<file path="config.mk">
export PLATFORM = sky130hd
export DESIGN_NAME = imem_loader_flat
export DESIGN_NICKNAME = d
export VERILOG_FILES = /design/src/rtl/imem_loader_if.sv /design/src/rtl/imem_loader.sv /design/src/flat_wrapper.sv
export SDC_FILE = /design/constraint.sdc
export NUM_CORES = 1
export LEC_CHECK = 0
export CELL_PAD_IN_SITES_DETAIL_PLACEMENT = 0
export CELL_PAD_IN_SITES_GLOBAL_PLACEMENT = 1
export CORE_UTILIZATION = 44
export DETAILED_ROUTE_END_ITERATION = 10
export PLACE_DENSITY = 0.83
export SYNTH_ARGS = -nofsm -noshare
export SYNTH_HDL_FRONTEND = slang
export SYNTH_SLANG_ARGS = --single-unit
</file>
<file path="constraint.sdc">
create_clock -name clk -period 6 [get_ports clk]
set_input_delay 0.6 -clock clk [delete_from_list [all_inputs] [get_ports clk]]
set_output_delay 0.6 -clock clk [all_outputs]
set_load 0.05 [all_outputs]
</file>
<file path="src/rtl/imem_loader_if.sv">
// ---------------------------------------------------------------------------
// imem_loader_if
// Bundles the two buses of the instruction-memory loader:
//   - the serial byte stream (valid/ready handshake) that carries the program
//   - the instruction-memory write port (strobe, word address, word data)
// Modport "master" is the loader's view: it consumes the byte stream and
// drives the memory write port. Modport "slave" is the surrounding system:
// it drives the byte stream and receives the memory writes.
// ---------------------------------------------------------------------------
interface imem_loader_if #(
   parameter int ADDR_W = 8
);

   logic              byte_valid;
   logic [7:0]        byte_data;
   logic              byte_ready;

   logic              imem_we;
   logic [ADDR_W-1:0] imem_addr;
   logic [31:0]       imem_wdata;

   modport master (
      input  byte_valid,
      input  byte_data,
      output byte_ready,
      output imem_we,
      output imem_addr,
      output imem_wdata
   );

   modport slave (
      output byte_valid,
      output byte_data,
      input  byte_ready,
      input  imem_we,
      input  imem_addr,
      input  imem_wdata
   );

endinterface

</file>
<file path="src/rtl/imem_loader.sv">
// ---------------------------------------------------------------------------
// imem_loader
// Loads a program into instruction memory from a serial byte stream and
// holds the downstream processor in reset until the load has completed.
//
// Stream format: 16-bit word count N (high byte first), then 4*N data bytes.
// Each group of 4 bytes is assembled into a 32-bit word (byte order set by
// BIG_ENDIAN) and written to consecutive word addresses starting at 0.
//
// Optional feature: define IMEM_LOADER_CHECKSUM_EN to append a one-byte
// XOR checksum to the stream. The checksum covers both length bytes and all
// data bytes; a mismatch sends the loader to ERR instead of DONE. With the
// macro undefined, the CSUM state and accumulator are not built and the
// last word goes straight to DONE.
//
// Word counts above 2^ADDR_W are rejected right after the length is read.
// ADDR_W is expected to be at most 16 (the length field is 16 bits wide).
// ---------------------------------------------------------------------------
module imem_loader #(
   parameter int ADDR_W     = 8,
   parameter bit BIG_ENDIAN = 1'b1
) (
   input  logic          clk,
   input  logic          R,
   input  logic          start,
   imem_loader_if.master bus,
   output logic          core_reset,
   output logic          done,
   output logic          error
);

   // Largest acceptable word count: the whole address space.
   localparam logic [16:0] MAX_WORDS = 17'd1 << ADDR_W;

   typedef enum logic [2:0] {
      IDLE,
      LEN_HI,
      LEN_LO,
      DATA,
      WRITE,
`ifdef IMEM_LOADER_CHECKSUM_EN
      CSUM,
`endif
      DONE,
      ERR
   } state_t;

   state_t            state;
   state_t            state_next;
   state_t            after_data;

   logic [15:0]       len_q;
   logic [ADDR_W-1:0] word_idx;
   logic [1:0]        byte_cnt;
   logic [1:0]        lane;
   logic [31:0]       wdata_q;

   logic              xfer;
   logic              restart;
   logic [16:0]       len_rx;
   logic              len_too_long;
   logic              len_zero;
   logic              last_word;

`ifdef IMEM_LOADER_CHECKSUM_EN
   logic [7:0]        csum_q;
   logic              csum_ok;
`endif

   // A byte moves only when both sides agree in the same cycle.
   assign xfer = bus.byte_valid & bus.byte_ready;

   // start is honoured only where a new load may begin; everywhere else it
   // is ignored so a stray pulse cannot corrupt a load in progress.
   assign restart = start & ((state == IDLE) | (state == DONE) | (state == ERR));

   // Full 16-bit count as it will look once the low byte on the bus is taken.
   // One extra bit keeps the comparison against 2^ADDR_W exact.
   assign len_rx       = {1'b0, len_q[15:8], bus.byte_data};
   assign len_too_long = (len_rx > MAX_WORDS);
   assign len_zero     = (len_rx == 17'd0);

   // The current word is the last one when index+1 reaches N. The index is
   // widened first so a full-size load (N = 2^ADDR_W) is detected without
   // the index itself ever having to wrap.
   assign last_word = ((17'(word_idx) + 17'd1) == {1'b0, len_q});

   // Byte lane for the incoming data byte: big-endian fills from [31:24]
   // downwards, little-endian fills from [7:0] upwards.
   assign lane = BIG_ENDIAN ? ~byte_cnt : byte_cnt;

`ifdef IMEM_LOADER_CHECKSUM_EN
   assign after_data = CSUM;
   assign csum_ok    = (bus.byte_data == csum_q);
`else
   assign after_data = DONE;
`endif

   // The memory port always shows the current word index and assembled
   // word; the write strobe alone decides when they are meaningful.
   assign bus.imem_addr  = word_idx;
   assign bus.imem_wdata = wdata_q;

   // State register; reset parks the loader in IDLE.
   always_ff @(posedge clk or negedge R) begin
      if (!R) begin
         state <= IDLE;
      end else begin
         state <= state_next;
      end
   end

   // Next-state logic: every accepting state waits for a transfer, so an
   // idle stream (byte_valid low) simply holds the current state.
   always_comb begin
      state_next = state;
      case (state)
         IDLE: begin
            if (start) begin
               state_next = LEN_HI;
            end
         end
         LEN_HI: begin
            if (xfer) begin
               state_next = LEN_LO;
            end
         end
         LEN_LO: begin
            if (xfer) begin
               if (len_too_long) begin
                  state_next = ERR;
               end else if (len_zero) begin
                  state_next = after_data;
               end else begin
                  state_next = DATA;
               end
            end
         end
         DATA: begin
            if (xfer && (byte_cnt == 2'd3)) begin
               state_next = WRITE;
            end
         end
         WRITE: begin
            state_next = last_word ? after_data : DATA;
         end
`ifdef IMEM_LOADER_CHECKSUM_EN
         CSUM: begin
            if (xfer) begin
               state_next = csum_ok ? DONE : ERR;
            end
         end
`endif
         DONE, ERR: begin
            if (start) begin
               state_next = LEN_HI;
            end
         end
         default: begin
            state_next = IDLE;
         end
      endcase
   end

   // Output decode: purely from state, so the handshake and strobes follow
   // the FSM with no extra latency and clear as soon as reset asserts.
   always_comb begin
      bus.byte_ready = 1'b0;
      bus.imem_we    = 1'b0;
      core_reset     = 1'b1;
      done           = 1'b0;
      error          = 1'b0;
      case (state)
         LEN_HI, LEN_LO, DATA: begin
            bus.byte_ready = 1'b1;
         end
`ifdef IMEM_LOADER_CHECKSUM_EN
         CSUM: begin
            bus.byte_ready = 1'b1;
         end
`endif
         WRITE: begin
            bus.imem_we = 1'b1;
         end
         DONE: begin
            core_reset = 1'b0;
            done       = 1'b1;
         end
         ERR: begin
            error = 1'b1;
         end
         default: begin
         end
      endcase
   end

   // Length capture: high byte in LEN_HI, low byte in LEN_LO.
   always_ff @(posedge clk or negedge R) begin
      if (!R) begin
         len_q <= 16'd0;
      end else if (restart) begin
         len_q <= 16'd0;
      end else if (xfer && (state == LEN_HI)) begin
         len_q[15:8] <= bus.byte_data;
      end else if (xfer && (state == LEN_LO)) begin
         len_q[7:0] <= bus.byte_data;
      end
   end

   // Word assembly: each accepted data byte lands in its lane and advances
   // the 2-bit byte counter, which wraps to 0 after the fourth byte.
   always_ff @(posedge clk or negedge R) begin
      if (!R) begin
         byte_cnt <= 2'd0;
         wdata_q  <= 32'd0;
      end else if (restart) begin
         byte_cnt <= 2'd0;
      end else if (xfer && (state == DATA)) begin
         byte_cnt <= byte_cnt + 2'd1;
         case (lane)
            2'd0: wdata_q[7:0]   <= bus.byte_data;
            2'd1: wdata_q[15:8]  <= bus.byte_data;
            2'd2: wdata_q[23:16] <= bus.byte_data;
            2'd3: wdata_q[31:24] <= bus.byte_data;
         endcase
      end
   end

   // Word index: advances after each write while words remain; it is left
   // on the final address rather than wrapping past the end of memory.
   always_ff @(posedge clk or negedge R) begin
      if (!R) begin
         word_idx <= '0;
      end else if (restart) begin
         word_idx <= '0;
      end else if ((state == WRITE) && !last_word) begin
         word_idx <= word_idx + ADDR_W'(1);
      end
   end

`ifdef IMEM_LOADER_CHECKSUM_EN
   // Running XOR of every length and data byte; the checksum byte itself is
   // compared against this value and never folded into it.
   always_ff @(posedge clk or negedge R) begin
      if (!R) begin
         csum_q <= 8'd0;
      end else if (restart) begin
         csum_q <= 8'd0;
      end else if (xfer && (state inside {LEN_HI, LEN_LO, DATA})) begin
         csum_q <= csum_q ^ bus.byte_data;
      end
   end
`endif

endmodule

</file>
<file path="src/flat_wrapper.sv">
// flat-port wrapper written by rule: the top's interface ports become plain ports
module imem_loader_flat 
#(
   parameter int ADDR_W     = 8,
   parameter bit BIG_ENDIAN = 1'b1
)
  (clk, R, start, core_reset, done, error, bus_byte_valid, bus_byte_data, bus_byte_ready, bus_imem_we, bus_imem_addr, bus_imem_wdata);
  imem_loader_if #(.ADDR_W(ADDR_W)) bus_i ();
  input  logic clk;
  input  logic R;
  input  logic start;
  output logic core_reset;
  output logic done;
  output logic error;
  input wire logic [$bits(bus_i.byte_valid)-1:0] bus_byte_valid;
  input wire logic [$bits(bus_i.byte_data)-1:0] bus_byte_data;
  output wire logic [$bits(bus_i.byte_ready)-1:0] bus_byte_ready;
  output wire logic [$bits(bus_i.imem_we)-1:0] bus_imem_we;
  output wire logic [$bits(bus_i.imem_addr)-1:0] bus_imem_addr;
  output wire logic [$bits(bus_i.imem_wdata)-1:0] bus_imem_wdata;
  assign bus_i.byte_valid = bus_byte_valid;
  assign bus_i.byte_data = bus_byte_data;
  assign bus_byte_ready = bus_i.byte_ready;
  assign bus_imem_we = bus_i.imem_we;
  assign bus_imem_addr = bus_i.imem_addr;
  assign bus_imem_wdata = bus_i.imem_wdata;
  imem_loader #(.ADDR_W(ADDR_W), .BIG_ENDIAN(BIG_ENDIAN)) u_core (.clk(clk), .R(R), .start(start), .bus(bus_i), .core_reset(core_reset), .done(done), .error(error));
endmodule
</file>
==> impl_results.rst <==
.. list-table::
   :header-rows: 1

   * - Metric
     - Value
   * - Run status
     - finished with violations
   * - Violated checks
     - design-rule violations
   * - Flops & latches, synth
     - 61
   * - Post-synth EDFFs
     - 0
   * - Final Max Tran Viols
     - 0
   * - Net switching power
     - between 0.9 and 1 mW
   * - Worst Path Class, Setup
     - flop to flop
   * - Non-filler instance count after layout
     - between 400 and 500
   * - Syn-to-layout area delta
     - 28.5%
   * - Mapped cell area
     - ~3000 sq um
   * - Starting Density
     - between 40% and 50%
   * - Vias in the first global route
     - 2353
   * - Last weighted congestion value of the routability-driven placer
     - between 0.8 and 0.9
   * - Static power due to leakage
     - approximately 1.7 nW
   * - Area of the die
     - 7180 sq um
   * - Clock transition at path regs
     - 70 ps
   * - Category of the worst setup path capture point
     - flop
   * - Avg Vias per Cell
     - roughly 5.4
   * - Arrival time reported for the critical path endpoint
     - just over 3000 ps
   * - Count of antenna-violating nets left after detailed routing
     - 0
   * - Quantity of gates resized following cts
     - 0
   * - Highest-count cells in the layout ignoring fill and taps
     - sky130_fd_sc_hd__dfrtp_1 (61), sky130_fd_sc_hd__clkdlybuf4s50_1 (55), sky130_fd_sc_hd__nand2_1 (48), sky130_fd_sc_hd__mux2_2 (33), sky130_fd_sc_hd__o21ai_0 (18)
   * - Worst hold path class
     - input pin to async pin
   * - Relative slew slack
     - about half
   * - Warnings from Yosys
     - 0
   * - Core Area
     - 6490 sq um
   * - PD cells
     - between 500 and 600 nW/um^2
   * - Width of the chip
     - between 80 and 90 microns
   * - Critical-path maximum fanout
     - 17
   * - DRC viols
     - 3
   * - Share of the synthesized area in the top cell type
     - 50.7%
   * - Buffer type at the clock tree root
     - sky130_fd_sc_hd__clkbuf_8
   * - Final critical-path required period
     - 2860 ps
   * - TritonCTS clock tree
     - yes
   * - Maximum buffer depth of the clock tree
     - 2
   * - Internal Power
     - 1.21 mW
   * - H-tree lvl count
     - 3
   * - Maximum number of pins on one net before global-route repair
     - a little over 60
   * - Relative contribution of combinational cells to total power
     - between 40 and 50%
   * - Number of setup buffers added after CTS
     - 0
   * - Final-stage net count
     - 353
   * - VDD IR-drop max
     - between 0.4 and 0.5 mV
   * - Total clock sinks
     - between 60 and 70
   * - Placed Cells incl. Taps
     - roughly 400
   * - Diodes inserted
     - 0
   * - Share of power burned in the clock network
     - between 10% and 20%
   * - Count of pins on the block boundary
     - 57
   * - IO buf count
     - 56
   * - Fraction of power spent switching nets
     - a little over two fifths
   * - Worst path required time
     - 6220 ps
   * - Unrepaired setup endpoints after global routing
     - no
   * - Main synth FF type
     - sky130_fd_sc_hd__dfrtp_1
   * - Clk Latency, worst-skew pair
     - around 330 ps
   * - Average routed wire per standard cell
     - about 16 microns
   * - Total congestion overflow after global routing
     - 0
   * - Post-route clock skew
     - approximately 11 ps
   * - Global-route wire length before repair
     - ~11000 microns
   * - Initial antenna violation count
     - 0
   * - Biggest area consumer among synthesized cells
     - sky130_fd_sc_hd__dfrtp_1
   * - Max Freq
     - ~0.35 GHz
   * - Routed via count
     - 2273
   * - Part of the total power dissipated in sequential elements
     - 32.0%
   * - Total of fill cells in the finished design
     - roughly 530
   * - DRC marker count from the first detailed-route iteration
     - 80
   * - Layout cells sized above 1
     - 19.6%
   * - Final setup vio count
     - 0
   * - HPWL after detailed placement
     - 4520 microns
   * - Aggregate global-route resource usage
     - about a fifth
   * - Hold-fix buffers at CTS
     - 0
   * - Slew at the pin closest to its max-slew limit
     - between 700 and 800 ps
   * - Hold Fails Final Rpt
     - 0
   * - Critical path startpoint category
     - flop
   * - Share of the cycle needed by the critical path after routing
     - 47.7%
   * - Distinct cell type count of the synthesized netlist
     - 45
   * - Fraction of the yosys area taken by sequential cells
     - between 50% and 60%
   * - Drt total wl
     - roughly 6600 microns
   * - Fraction of registers with async set/reset
     - 100%
   * - Most common cell after layout, fill and taps aside
     - sky130_fd_sc_hd__dfrtp_1
   * - Synth area leaders
     - sky130_fd_sc_hd__dfrtp_1 (51%), sky130_fd_sc_hd__mux2_2 (12%), sky130_fd_sc_hd__nand2_1 (6.0%)
   * - Vert. Die Dim
     - around 85 microns
   * - Rows
     - 29
   * - Avg Cell Area, Syn
     - 10.9 sq um
   * - Pre-antenna DRT Iters
     - 9
   * - Number of max-capacitance violations reported
     - 0
   * - Number of buffers created by CTS
     - 9
   * - Final sum of negative setup slack
     - 0 ps
   * - Cells after Synth
     - around 280
   * - Total power
     - 2.15 mW
   * - Synth Net Count
     - 293
==> worst max-delay path, stage by stage (launching register included) <==
cell and delay, ps:
sky130_fd_sc_hd__dfrtp_1 490, sky130_fd_sc_hd__ha_1 320, sky130_fd_sc_hd__inv_1 130, sky130_fd_sc_hd__a21bo_2 220, sky130_fd_sc_hd__a22oi_1 270, sky130_fd_sc_hd__a2111oi_4 130
sky130_fd_sc_hd__a21boi_2 550, sky130_fd_sc_hd__nor2_1 240, sky130_fd_sc_hd__a221o_1 390
==> final timing paths <==
check	startpoint	to	slack (ps)	cells past startpoint
setup reg to reg	u_core.bus.imem_addr[0]	u_core.bus.imem_addr[7]	3140	8
setup / recovery	u_core.bus.imem_addr[0]	u_core.bus.imem_addr[7]	3140	8
hold / removal	R	u_core.bus.imem_addr[4]	420	2
hold reg to reg	u_core.bus.imem_wdata[27]	u_core.bus.imem_wdata[27]	510	1
max in group asynchronous	R	u_core.byte_cnt[0]	5060	2
min in group clk	u_core.bus.imem_wdata[27]	u_core.bus.imem_wdata[27]	510	1
==> routing by layer <==
metal  vias up  share of wire [%]  global-route usage, %
li1       1092                  -                      -
met2        65                 45                   30.7
met4         0               0.61                   5.24
met3         6                6.1                   6.78
met1      1110                 48                   27.3
met5         -                  0                      0
==> final cells by class <==
type | instances | area, sq um | share of cell area [%]
flip-flops and latches | 61 | 1530 | 39.4
multi-input cells | 198 | 1410 | 36.5
repair buffers | 59 | 578 | 14.9
clock buffers | 10 | 138 | 3.56
well taps | 77 | 96.3 | 2.49
clock inverters | 6 | 93.8 | 2.42
inverters | 7 | 26.3 | 0.679
==> synth_stat cells, types with 3 or more instances <==
cell type                  count
sky130_fd_sc_hd__dfrtp_1      61
sky130_fd_sc_hd__nand2_1      48
sky130_fd_sc_hd__mux2_2       33
sky130_fd_sc_hd__o21ai_0      18
sky130_fd_sc_hd__nor2_1       12
sky130_fd_sc_hd__xnor2_1      10
sky130_fd_sc_hd__clkbuf_1      7
sky130_fd_sc_hd__inv_1         7
sky130_fd_sc_hd__nand3_1       6
sky130_fd_sc_hd__ha_1          5
sky130_fd_sc_hd__a21oi_1       4
sky130_fd_sc_hd__and3_2        4
sky130_fd_sc_hd__mux2i_1       4
sky130_fd_sc_hd__nor3b_1       4
sky130_fd_sc_hd__nor4_1        4
sky130_fd_sc_hd__xor2_1        4
sky130_fd_sc_hd__nand3b_1      3
sky130_fd_sc_hd__nor2b_1       3
==> power by group through the flow <==
stage	logic [mW]	registers (mW)	clock network, mW
after floorplan	0.431	0.991	0
after global placement	1.04	0.687	0
after detailed placement	1.05	0.696	0
after CTS	1.06	0.689	0.428
after global routing	1.12	0.714	0.445
final	1.05	0.689	0.418
==> kinds of logic (layout without fill, tap and decap cells) <==
kind of cell,count (synthesis),count (layout),synth area share [%]
compound gates,44,44,10.6
xor+xnor,14,14,4.07
fa+ha+maj,5,5,2.08
buf+inv,17,82,2.45
flops,61,61,50.7
mux,37,37,13.7
simple gates,98,98,16.4
==> sequential cells by signal, summed over array words and instances (netlist names) <==
signal                 count
u_core.len_q              16
u_core.byte_cnt            2
u_core.bus.imem_addr       8
u_core.bus.imem_wdata     32
u_core.state               3
==> through the flow <==
stage	hold WS [ps]	utilization (%)	setup slack [ps]	cell area (sq um)
3_5_place_dp	492	56.0	3170	3640
5_1_grt	475	59.6	2930	3870
6_report	418	59.6	3140	3870
2_1_floorplan	304	-	3140	3010
4_1_cts	439	59.6	3160	3870
3_3_place_gp	486	56.0	3300	3640
Note: power is estimated with default switching activity, not from simulation.
